===== config.mk =====
export PLATFORM = sky130hd
export DESIGN_NAME = mult_hazard_unit
export DESIGN_NICKNAME = d
export VERILOG_FILES = /design/src/rtl/mult_hazard_unit_pkg.sv /design/src/rtl/mult_hazard_unit_counter.sv /design/src/rtl/mult_hazard_unit.sv
export SDC_FILE = /design/constraint.sdc
export NUM_CORES = 1
export LEC_CHECK = 0
export BUFFER_PORTS_ARGS = -buffer_cell sky130_fd_sc_hd__clkbuf_2
export CAP_MARGIN = 10
export CORE_ASPECT_RATIO = 2
export CORE_MARGIN = 3
export CORE_UTILIZATION = 35
export DETAILED_ROUTE_END_ITERATION = 10
export PLACE_DENSITY = 0.68
export SLEW_MARGIN = 20
export SYNTH_ARGS = -nofsm -noshare
export SYNTH_HDL_FRONTEND = slang
export SYNTH_HIERARCHICAL = 1
export SYNTH_SLANG_ARGS = --single-unit

===== constraint.sdc =====
create_clock -name clk -period 2 [get_ports clk]
set_clock_uncertainty 0.15 [all_clocks]
set_input_delay 0.1 -clock clk [delete_from_list [all_inputs] [get_ports clk]]
set_output_delay 0.1 -clock clk [all_outputs]
set_load 0.05 [all_outputs]

===== src/rtl/mult_hazard_unit_pkg.sv =====
// Shared constants and types for the multiplier hazard/stall controller.
package mult_hazard_unit_pkg;

  // MUL is R-type (OP) with the M-extension funct7.
  localparam logic [6:0] OpMul     = 7'b0110011;
  localparam logic [6:0] Funct7Mul = 7'b0000001;

  localparam int unsigned MulLatencyDefault = 3;
  // Wide enough for the largest legal latency (15).
  localparam int unsigned CntW = 4;

  typedef enum logic [1:0] {
    StIdle = 2'd0,
    StBusy = 2'd1,
    StDone = 2'd2
  } mul_state_e;

  function automatic logic is_mul_op(input logic [6:0] opcode, input logic [6:0] funct7);
    return (opcode == OpMul) && (funct7 == Funct7Mul);
  endfunction

endpackage


===== src/rtl/mult_hazard_unit_counter.sv =====
// Down-counter that times a multiply: loaded on issue, decremented while busy,
// flags the final busy cycle.
module mul_latency_counter
  import mult_hazard_unit_pkg::*;
#(
  parameter int unsigned Width = CntW
) (
  input  logic             clk_i,
  input  logic             rst_ni,
  input  logic             load_i,
  input  logic [Width-1:0] load_val_i,
  input  logic             dec_i,
  output logic             last_o
);

  logic [Width-1:0] cnt_d, cnt_q;

  // Load takes priority over decrement (issue from DONE reloads).
  always_comb begin
    cnt_d = cnt_q;
    if (load_i) begin
      cnt_d = load_val_i;
    end else if (dec_i) begin
      cnt_d = cnt_q - Width'(1);
    end
  end

  // Synchronous active-low reset.
  always_ff @(posedge clk_i) begin
    if (!rst_ni) begin
      cnt_q <= '0;
    end else begin
      cnt_q <= cnt_d;
    end
  end

  assign last_o = (cnt_q == Width'(1));

endmodule


===== src/rtl/mult_hazard_unit.sv =====
// Hazard/stall controller for a pipeline with a multi-cycle multiplier.
// Issues MUL from ID, tracks it until its dedicated-port writeback, and stalls
// dependent/conflicting ID instructions plus classic load-use hazards.
module mult_hazard_unit
  import mult_hazard_unit_pkg::*;
#(
  parameter int unsigned MUL_LATENCY = MulLatencyDefault,
  parameter int unsigned REG_ADDR_W  = 5
) (
  input  logic                  clk,
  input  logic                  rst_n,
  input  logic                  id_valid,
  input  logic [6:0]            id_opcode,
  input  logic [6:0]            id_funct7,
  input  logic [REG_ADDR_W-1:0] id_rs1,
  input  logic [REG_ADDR_W-1:0] id_rs2,
  input  logic                  id_use_rs1,
  input  logic                  id_use_rs2,
  input  logic [REG_ADDR_W-1:0] id_rd,
  input  logic                  id_reg_write,
  input  logic                  ex_mem_read,
  input  logic [REG_ADDR_W-1:0] ex_rd,
  input  logic                  flush,
  output logic                  pc_write,
  output logic                  if_id_write,
  output logic                  id_ex_bubble,
  output logic                  mul_start,
  output logic                  mul_busy,
  output logic [REG_ADDR_W-1:0] mul_rd,
  output logic                  mul_wb_valid
);

  mul_state_e            state_d, state_q;
  logic [REG_ADDR_W-1:0] mul_rd_d, mul_rd_q;
  logic                  wb_valid_d, wb_valid_q;
  logic                  cnt_last;

  logic is_mul, load_use, mul_dep, struct_haz, stall;

  // Hazard detection and issue decision for the instruction in ID.
  always_comb begin
    is_mul   = id_valid & is_mul_op(id_opcode, id_funct7);
    load_use = ex_mem_read & (ex_rd != '0) &
               ((id_use_rs1 & (id_rs1 == ex_rd)) | (id_use_rs2 & (id_rs2 == ex_rd)));
    // No regfile bypass: consumers and WAW writers wait through DONE.
    mul_dep  = (state_q != StIdle) & (mul_rd_q != '0) &
               ((id_use_rs1 & (id_rs1 == mul_rd_q)) |
                (id_use_rs2 & (id_rs2 == mul_rd_q)) |
                (id_reg_write & (id_rd == mul_rd_q)));
    // Single multiplier; it is free again in DONE.
    struct_haz = is_mul & (state_q == StBusy);
    // A squashed instruction never stalls.
    stall      = id_valid & ~flush & (load_use | mul_dep | struct_haz);
    mul_start  = is_mul & ~stall & ~flush;
  end

  // Next-state logic of the multiply tracker.
  always_comb begin
    state_d  = state_q;
    mul_rd_d = mul_rd_q;
    if (mul_start) begin
      mul_rd_d = id_rd;
    end
    unique case (state_q)
      StIdle:  if (mul_start) state_d = StBusy;
      StBusy:  if (cnt_last) state_d = StDone;
      StDone:  state_d = mul_start ? StBusy : StIdle;
      default: state_d = StIdle;
    endcase
    wb_valid_d = (state_d == StDone);
  end

  // State registers, synchronous active-low reset drops any in-flight multiply.
  always_ff @(posedge clk) begin
    if (!rst_n) begin
      state_q    <= StIdle;
      mul_rd_q   <= '0;
      wb_valid_q <= 1'b0;
    end else begin
      state_q    <= state_d;
      mul_rd_q   <= mul_rd_d;
      wb_valid_q <= wb_valid_d;
    end
  end

  mul_latency_counter #(
    .Width(CntW)
  ) u_cnt (
    .clk_i     (clk),
    .rst_ni    (rst_n),
    .load_i    (mul_start),
    .load_val_i(CntW'(MUL_LATENCY - 1)),
    .dec_i     (state_q == StBusy),
    .last_o    (cnt_last)
  );

  // Pipeline control outputs.
  always_comb begin
    pc_write     = ~stall;
    if_id_write  = ~stall;
    id_ex_bubble = stall | mul_start | flush;
    mul_busy     = (state_q != StIdle);
    mul_rd       = mul_rd_q;
    mul_wb_valid = wb_valid_q;
  end

endmodule

==> summary.txt, run 1 <==
Worst setup path
  – R2R depth: 8
  – Critical Path Start: mul_rd[1]
  – Critical path data required time: 1.75 ns
  – CP cell instances: or4_1, o211ai_1, o211ai_1, or3b_4, buf_8
  – Setup crit end: id_ex_bubble
  – CP arrival: 2.07 ns
  – Top cell by count, worst path: o211ai_1
  – Setup crit end kind: primary output
  – CP bufs+invs: 1
  – Reg-to-reg critical path startpoint: mul_rd[1]
  – Setup CP Type: register to primary output
  – Reg2Reg Setup Slack: -0.29 ns
  – Crit path largest cell delay: 0.52 ns
  – Crit start category: register
  – Worst r2r dst: mul_rd[4]
  – WP depth: 5
  – Slowest stage cell on the critical path: or4_1
  – Crit path max fanout: 2
  – Top delay family on crit path: simple AND/OR/NAND/NOR gates

Routing
  – DRT iter0 DRCs: 5
  – Residual DRC: 0
  – Final WL: 2950 um
  – DR vias/cell: about 5.1
  – DR WL/cell: 13.4 um
  – Via count: ~1100
  – DR pass1 iterations: 2
  – DRT antenna net count: 0

Timing
  – Fin. max-slew vios: 0
  – Final critical-path required period: roughly 2.3 ns
  – Tcrit/Tclk final: 1.16
  – Setup TNS Final: -2.95 ns
  – Slew HR: 0.642
  – Final Hold Viols: 0
  – Fmax: 0.431 GHz
  – Measured slew at the worst slew-check pin: 0.535 ns
  – RSZ-0062 raised after global routing: true
  – Final setup fails: 14
  – Final setup margin: -0.319 ns

Global route
  – Met2 usage: 0.352
  – Global route total overflow: 0
  – Met3 usage: 0.0200
  – Vias in the first global route: 1160
  – Antenna violations before repair: 0
  – GR Util All Layers: 0.174
  – First-pass GRT wire length: 4570 um
  – Busiest grt layer: met2
  – Largest net degree at the start of global routing: 19
  – Met1 Usage GRT: 0.138

Layout
  – # nets final: 238
  – Ratio of cells with drive above 1 in the final layout: 0.451
  – Area growth, synth to finish: 65.0%
  – Antenna diode count: 0
  – Final non-filler cell total: 221

Status
  – Status: finished with violations
  – Failing checks: negative setup slack

Power
  – Pwr/cell area: 366 nW/um2
  – Leakage: 0.757 nW
  – Worst vdd ir: 486 uV

Floorplan
  – Die Ht: between 80 and 90 um
  – Die area: between 3000 and 4000 um2
  – Initial Utilization: 0.376
  – Core Rows: 26
  – Die Wd: 43.4 um
  – I/O pin total: 53
  – Core area: 2600 um2

Synthesis
  – Post-synthesis cell area: 978 um2
  – Top cell type by total area after synthesis: dfxtp_1
  – Post-synth top area share: 0.246
  – Cells after Synth: 115
  – Synth area leaders: dfxtp_1, xnor2_1, xor2_1
  – Yosys cell types: 36
  – Sequential element share of the synthesized area: 0.246
  – Yosys warns: 6
  – Mean Syn Cell Area: 8.51 um2
  – Synthesized flop and latch total: 12

CTS
  – Num CTS Buffers: 3
  – Clock Pin Slew Worst Setup and Hold Paths: 0.05 ns
  – Clock Sinks: 12
  – CTS tree: yes
  – H-tree depth: 1
  – CTS max path bufs: 2
  – Worst skew pair latency: 0.24 ns
  – Clock root cell: clkbuf_8

Placement
  – GPL Wtd Cong: 0.882
  – Post-DP HPWL: 2370 um
  – I/O Buffers: 52
  – Placed cell count: 207

Worst hold path
  – HP Class: input port to register

Flow run
  – Total of max-cap violations: 0
-- through the flow --
stage / hold WS, ns / total power [mW] / setup slack, ns / cell area [um2] / util
5_1_grt: 0.151 / 0.622 / -0.453 / 1610 / 0.620
3_3_place_gp: 0.193 / 0.354 / -0.123 / 1400 / 0.537
3_5_place_dp: 0.204 / 0.357 / -0.134 / 1400 / 0.537
6_report: 0.124 / 0.590 / -0.319 / 1610 / 0.620
4_1_cts: 0.0828 / 0.597 / -0.330 / 1590 / 0.610
2_1_floorplan: 0.0717 / 0.288 / -0.126 / 1030 / -
-- tightest hold or removal path, cell delays in order --
cell      delay (ns)
clkbuf_2        0.12
or4b_1          0.15
o32ai_4         0.09
-- report_power, final --
group          leakage (nW)  switching [mW]  internal (mW)  total (mW)
Clock                0.0228          0.0852          0.140       0.225
Combinational         0.633          0.0583         0.0739       0.132
Sequential            0.101      0.00000805          0.233       0.233
Total                 0.757           0.143          0.447       0.590
-- placed cells by master, fill, tap and decap left out, types with 3 or more instances in the layout --
cell type      netlist  layout
dfxtp_4              0       5
nor3b_1              3       3
clkbuf_2             0      48
nand3_1              3       3
mux2i_1              5       5
buf_4                1      16
clkbuf_8             0       3
conb_1               2       4
dlygate4sd3_1        0       5
buf_6                2       3
nand2_1             17      17
dfxtp_1             12       7
inv_1                3       3
xor2_1              13      13
nand4_1              3       3
nor4_1               4       4
xnor2_1             15      15
-- routing by layer --
metal  part of all wire  vias to the layer above
met5                  0                        -
met4              0.051                        0
met3              0.056                       12
met2               0.58                       39
met1               0.31                      512
li1                   -                      556
-- worst min-delay path by stage --
stage	from	endpoint	slack, ns	depth (start not counted)
2_1_floorplan	rst_n	u_cnt/cnt_q[0]	0.07	1
3_3_place_gp	id_rd[0]	mul_rd[0]	0.19	3
3_5_place_dp	id_rd[0]	mul_rd[0]	0.20	3
4_1_cts	flush	state_q[0]	0.08	3
5_1_grt	flush	state_q[0]	0.15	3
6_report	flush	state_q[0]	0.12	3
-- cell usage after synthesis, drive strengths merged --
| cell type | number |
|---|---|
| nand2 | 17 |
| xnor2 | 15 |
| xor2 | 13 |
| dfxtp | 12 |
| mux2i | 5 |
| nor4 | 4 |
| and3 | 3 |
| buf | 3 |
| inv | 3 |
| nand3 | 3 |
| nand4 | 3 |
| nor3b | 3 |
| o21ai | 3 |
| a21oi | 2 |
| conb | 2 |
| ha | 2 |
| nor4b | 2 |
| o211ai | 2 |
| or2 | 2 |
| or4 | 2 |
| a211o | 1 |
| a21boi | 1 |
| and2 | 1 |
| and4 | 1 |
| clkbuf | 1 |
| nand2b | 1 |
| nor2 | 1 |
| nor2b | 1 |
| o2111ai | 1 |
| o211a | 1 |
| o22ai | 1 |
| o32ai | 1 |
| or3b | 1 |
| or4b | 1 |
-- final cells by class --
| type | instances | area, um2 |
|---|---|---|
| clock buffers | 4 | 45.0 |
| fillers | 242 | 988 |
| inverters | 3 | 11.3 |
| multi-input cells | 98 | 734 |
| flip-flops and latches | 12 | 259 |
| well taps | 28 | 35.0 |
| repair buffers | 76 | 529 |
-- what timing repair did --
action                                  CTS  global route
setup buffers                             3             3
endpoints found under the hold margin     5             0
hold buffers                              5             0
pin swaps                                 8             4
endpoints found under the setup margin   11            14
gates resized for setup                  13             2
-- state kept, by name (all words and copies together) (netlist names) --
signal	flops
mul_wb_valid	1
mul_rd	5
state_q	2
u_cnt/cnt_q	4
-- cells by family after synthesis --
kind of cell | count (synthesis) | share of synthesized area
xor+xnor | 28 | 0.251
fa+ha+maj | 2 | 0.0256
compound gates | 13 | 0.0934
mux | 5 | 0.0512
buf+inv | 7 | 0.0460
flops | 12 | 0.246
simple gates | 46 | 0.280
other cells | 2 | 0.00768
(Power assumes the default switching activity.)
==> inputs of run 2 (changes only) <==
- SETUP_SLACK_MARGIN: unset -> 0.15
- clock period: 2 -> 2.1 ns (I/O delays scaled with it)
==> summary.txt, run 2 (synthesized netlist as in run 1, its figures left out) <==
Status
  – Status: finished with violations
  – Failing checks: negative setup slack

Floorplan
  – Die area: around 3500 um2
  – Core Rows: 26
  – Initial Utilization: 0.376
  – Die Ht: 80.8 um
  – I/O pin total: 53
  – Die Wd: 43.4 um
  – Core area: about 2600 um2

Power
  – Total power: 596 uW
  – Worst vdd ir: 367 uV
  – Pwr/cell area: 356 nW/um2
  – Leakage: about 0.77 nW

Worst setup path
  – Top cell by count, worst path: o211ai_1
  – CP cell instances: or4_1, o211ai_1, o211ai_1, or3b_4, clkbuf_16
  – Critical path data required time: 1.85 ns
  – Crit path max fanout: 2
  – CP arrival: 2.14 ns
  – Crit path largest cell delay: 0.53 ns
  – Slowest stage cell on the critical path: or4_1
  – Setup crit end kind: primary output
  – CP bufs+invs: 1
  – Crit start category: register
  – Top delay family on crit path: simple AND/OR/NAND/NOR gates
  – Setup CP Type: register to primary output

CTS
  – Clock Sinks: 12
  – CTS max path bufs: 2
  – CTS tree: yes
  – Num CTS Buffers: 3
  – Clock root cell: clkbuf_8
  – H-tree depth: 1
  – Clock Pin Slew Worst Setup and Hold Paths: around 0.05 ns
  – Worst skew pair latency: 0.23 ns

Timing
  – RSZ-0062 raised after global routing: true
  – Fin. max-slew vios: 0
  – Final setup fails: 14
  – Final hold slack: 0.101 ns
  – Setup TNS Final: -2.18 ns
  – Final Hold Viols: 0
  – Final setup margin: -0.296 ns
  – Final critical-path required period: 2.40 ns
  – Fmax: about 0.42 GHz
  – Tcrit/Tclk final: 1.14

Layout
  – Commonest non-fill, non-tap cells in the layout: clkbuf_2, nand2_1, xnor2_1
  – Antenna diode count: 0
  – Final non-filler cell total: 221
  – Commonest non-fill, non-tap cell in the layout: clkbuf_2
  – Ratio of cells with drive above 1 in the final layout: 0.492
  – Number of fill cells: 227
  – Max FFs per register: 5
  – Area growth, synth to finish: 71.2%
  – # nets final: around 240

Global route
  – First-pass GRT wire length: 4970 um
  – Largest net degree at the start of global routing: 19
  – GR Util All Layers: 0.185
  – Vias in the first global route: 1199
  – Antenna violations before repair: 0
  – Global route total overflow: 0

Flow run
  – Total of max-cap violations: 0

Routing
  – DR vias/cell: 5.05
  – DR WL/cell: 14.0 um
  – Residual DRC: 0
  – Final WL: 3080 um
  – Via count: 1117
  – DR pass1 iterations: 2
  – DRT iter0 DRCs: 11
  – DRT antenna net count: 0

Placement
  – Placed cell count: 204
  – GPL Wtd Cong: roughly 0.86
  – Post-DP HPWL: 2480 um
  – I/O Buffers: 52

Worst hold path
  – HP Class: input port to register
run 2: changes by cell type in the layout (fill, tap and decap cells not counted), moves of 2 or more:
| cell | delta |
|---|---|
| buf_4 | -2 |
| nor4_1 | -2 |
| nor4_2 | +2 |
| o21ai_2 | +2 |
run 2: cell type report:
cell class / count / area [um2] / share of cell area
Tap cell: 28 / 35.0 / 0.0209
Inverter: 3 / 13.8 / 0.00822
Multi-Input combinational cell: 98 / 758 / 0.453
Clock buffer: 4 / 55.1 / 0.0329
Sequential cell: 12 / 259 / 0.155
Timing Repair Buffer: 76 / 554 / 0.331
run 2: worst register-to-register path: stages, from the launching register on:
cell and delay [ns]:
dfxtp_4 0.36, xor2_1 0.17, nor4_1 0.38, nand3_1 0.13, and3_4 0.20, buf_4 0.12, o211a_4 0.23, buf_6 0.13
a211o_2 0.25, a21boi_1 0.11
run 2: path summary, 6_finish.rpt:
| path | start | end | depth (start not counted) | slack, ns |
|---|---|---|---|---|
| min | flush | state_q[0] | 3 | 0.10 |
| max reg2reg | mul_rd[0] | u_cnt/cnt_q[1] | 9 | -0.20 |
| min reg2reg | mul_rd[0] | mul_rd[0] | 2 | 0.36 |
| max | mul_rd[1] | id_ex_bubble | 5 | -0.30 |
run 2: layer usage:
metal / track usage / wire length, um / up-vias
met1: 0.168 / 925 / 518
li1: - / - / 553
met5: 0 / 0 / -
met2: 0.371 / 1890 / 36
met4: 0.0967 / 95 / 0
met3: 0.0266 / 172 / 10
run 2: repair_timing:
action	in CTS	in global routing
hold buffers	5	0
setup buffers	6	2
resized for setup	21	6
hold endpoints to repair	5	0
pin swaps	10	3
endpoints found under the setup margin	14	14
run 2: metrics by stage:
| stage | setup slack [ns] | area (um2) | utilization |
|---|---|---|---|
| after CTS | -0.267 | 1630 | 0.626 |
| after floorplan | -0.0259 | 1030 | - |
| after global routing | -0.389 | 1680 | 0.644 |
| after detailed placement | -0.109 | 1370 | 0.528 |
| final | -0.296 | 1680 | 0.644 |
| after global placement | -0.0243 | 1370 | 0.528 |
run 2: power breakdown:
part | internal [mW] | switching (mW)
logic | 0.0728 | 0.0583
registers | 0.221 | 0.00000799
clock network | 0.165 | 0.0781
total | 0.459 | 0.136
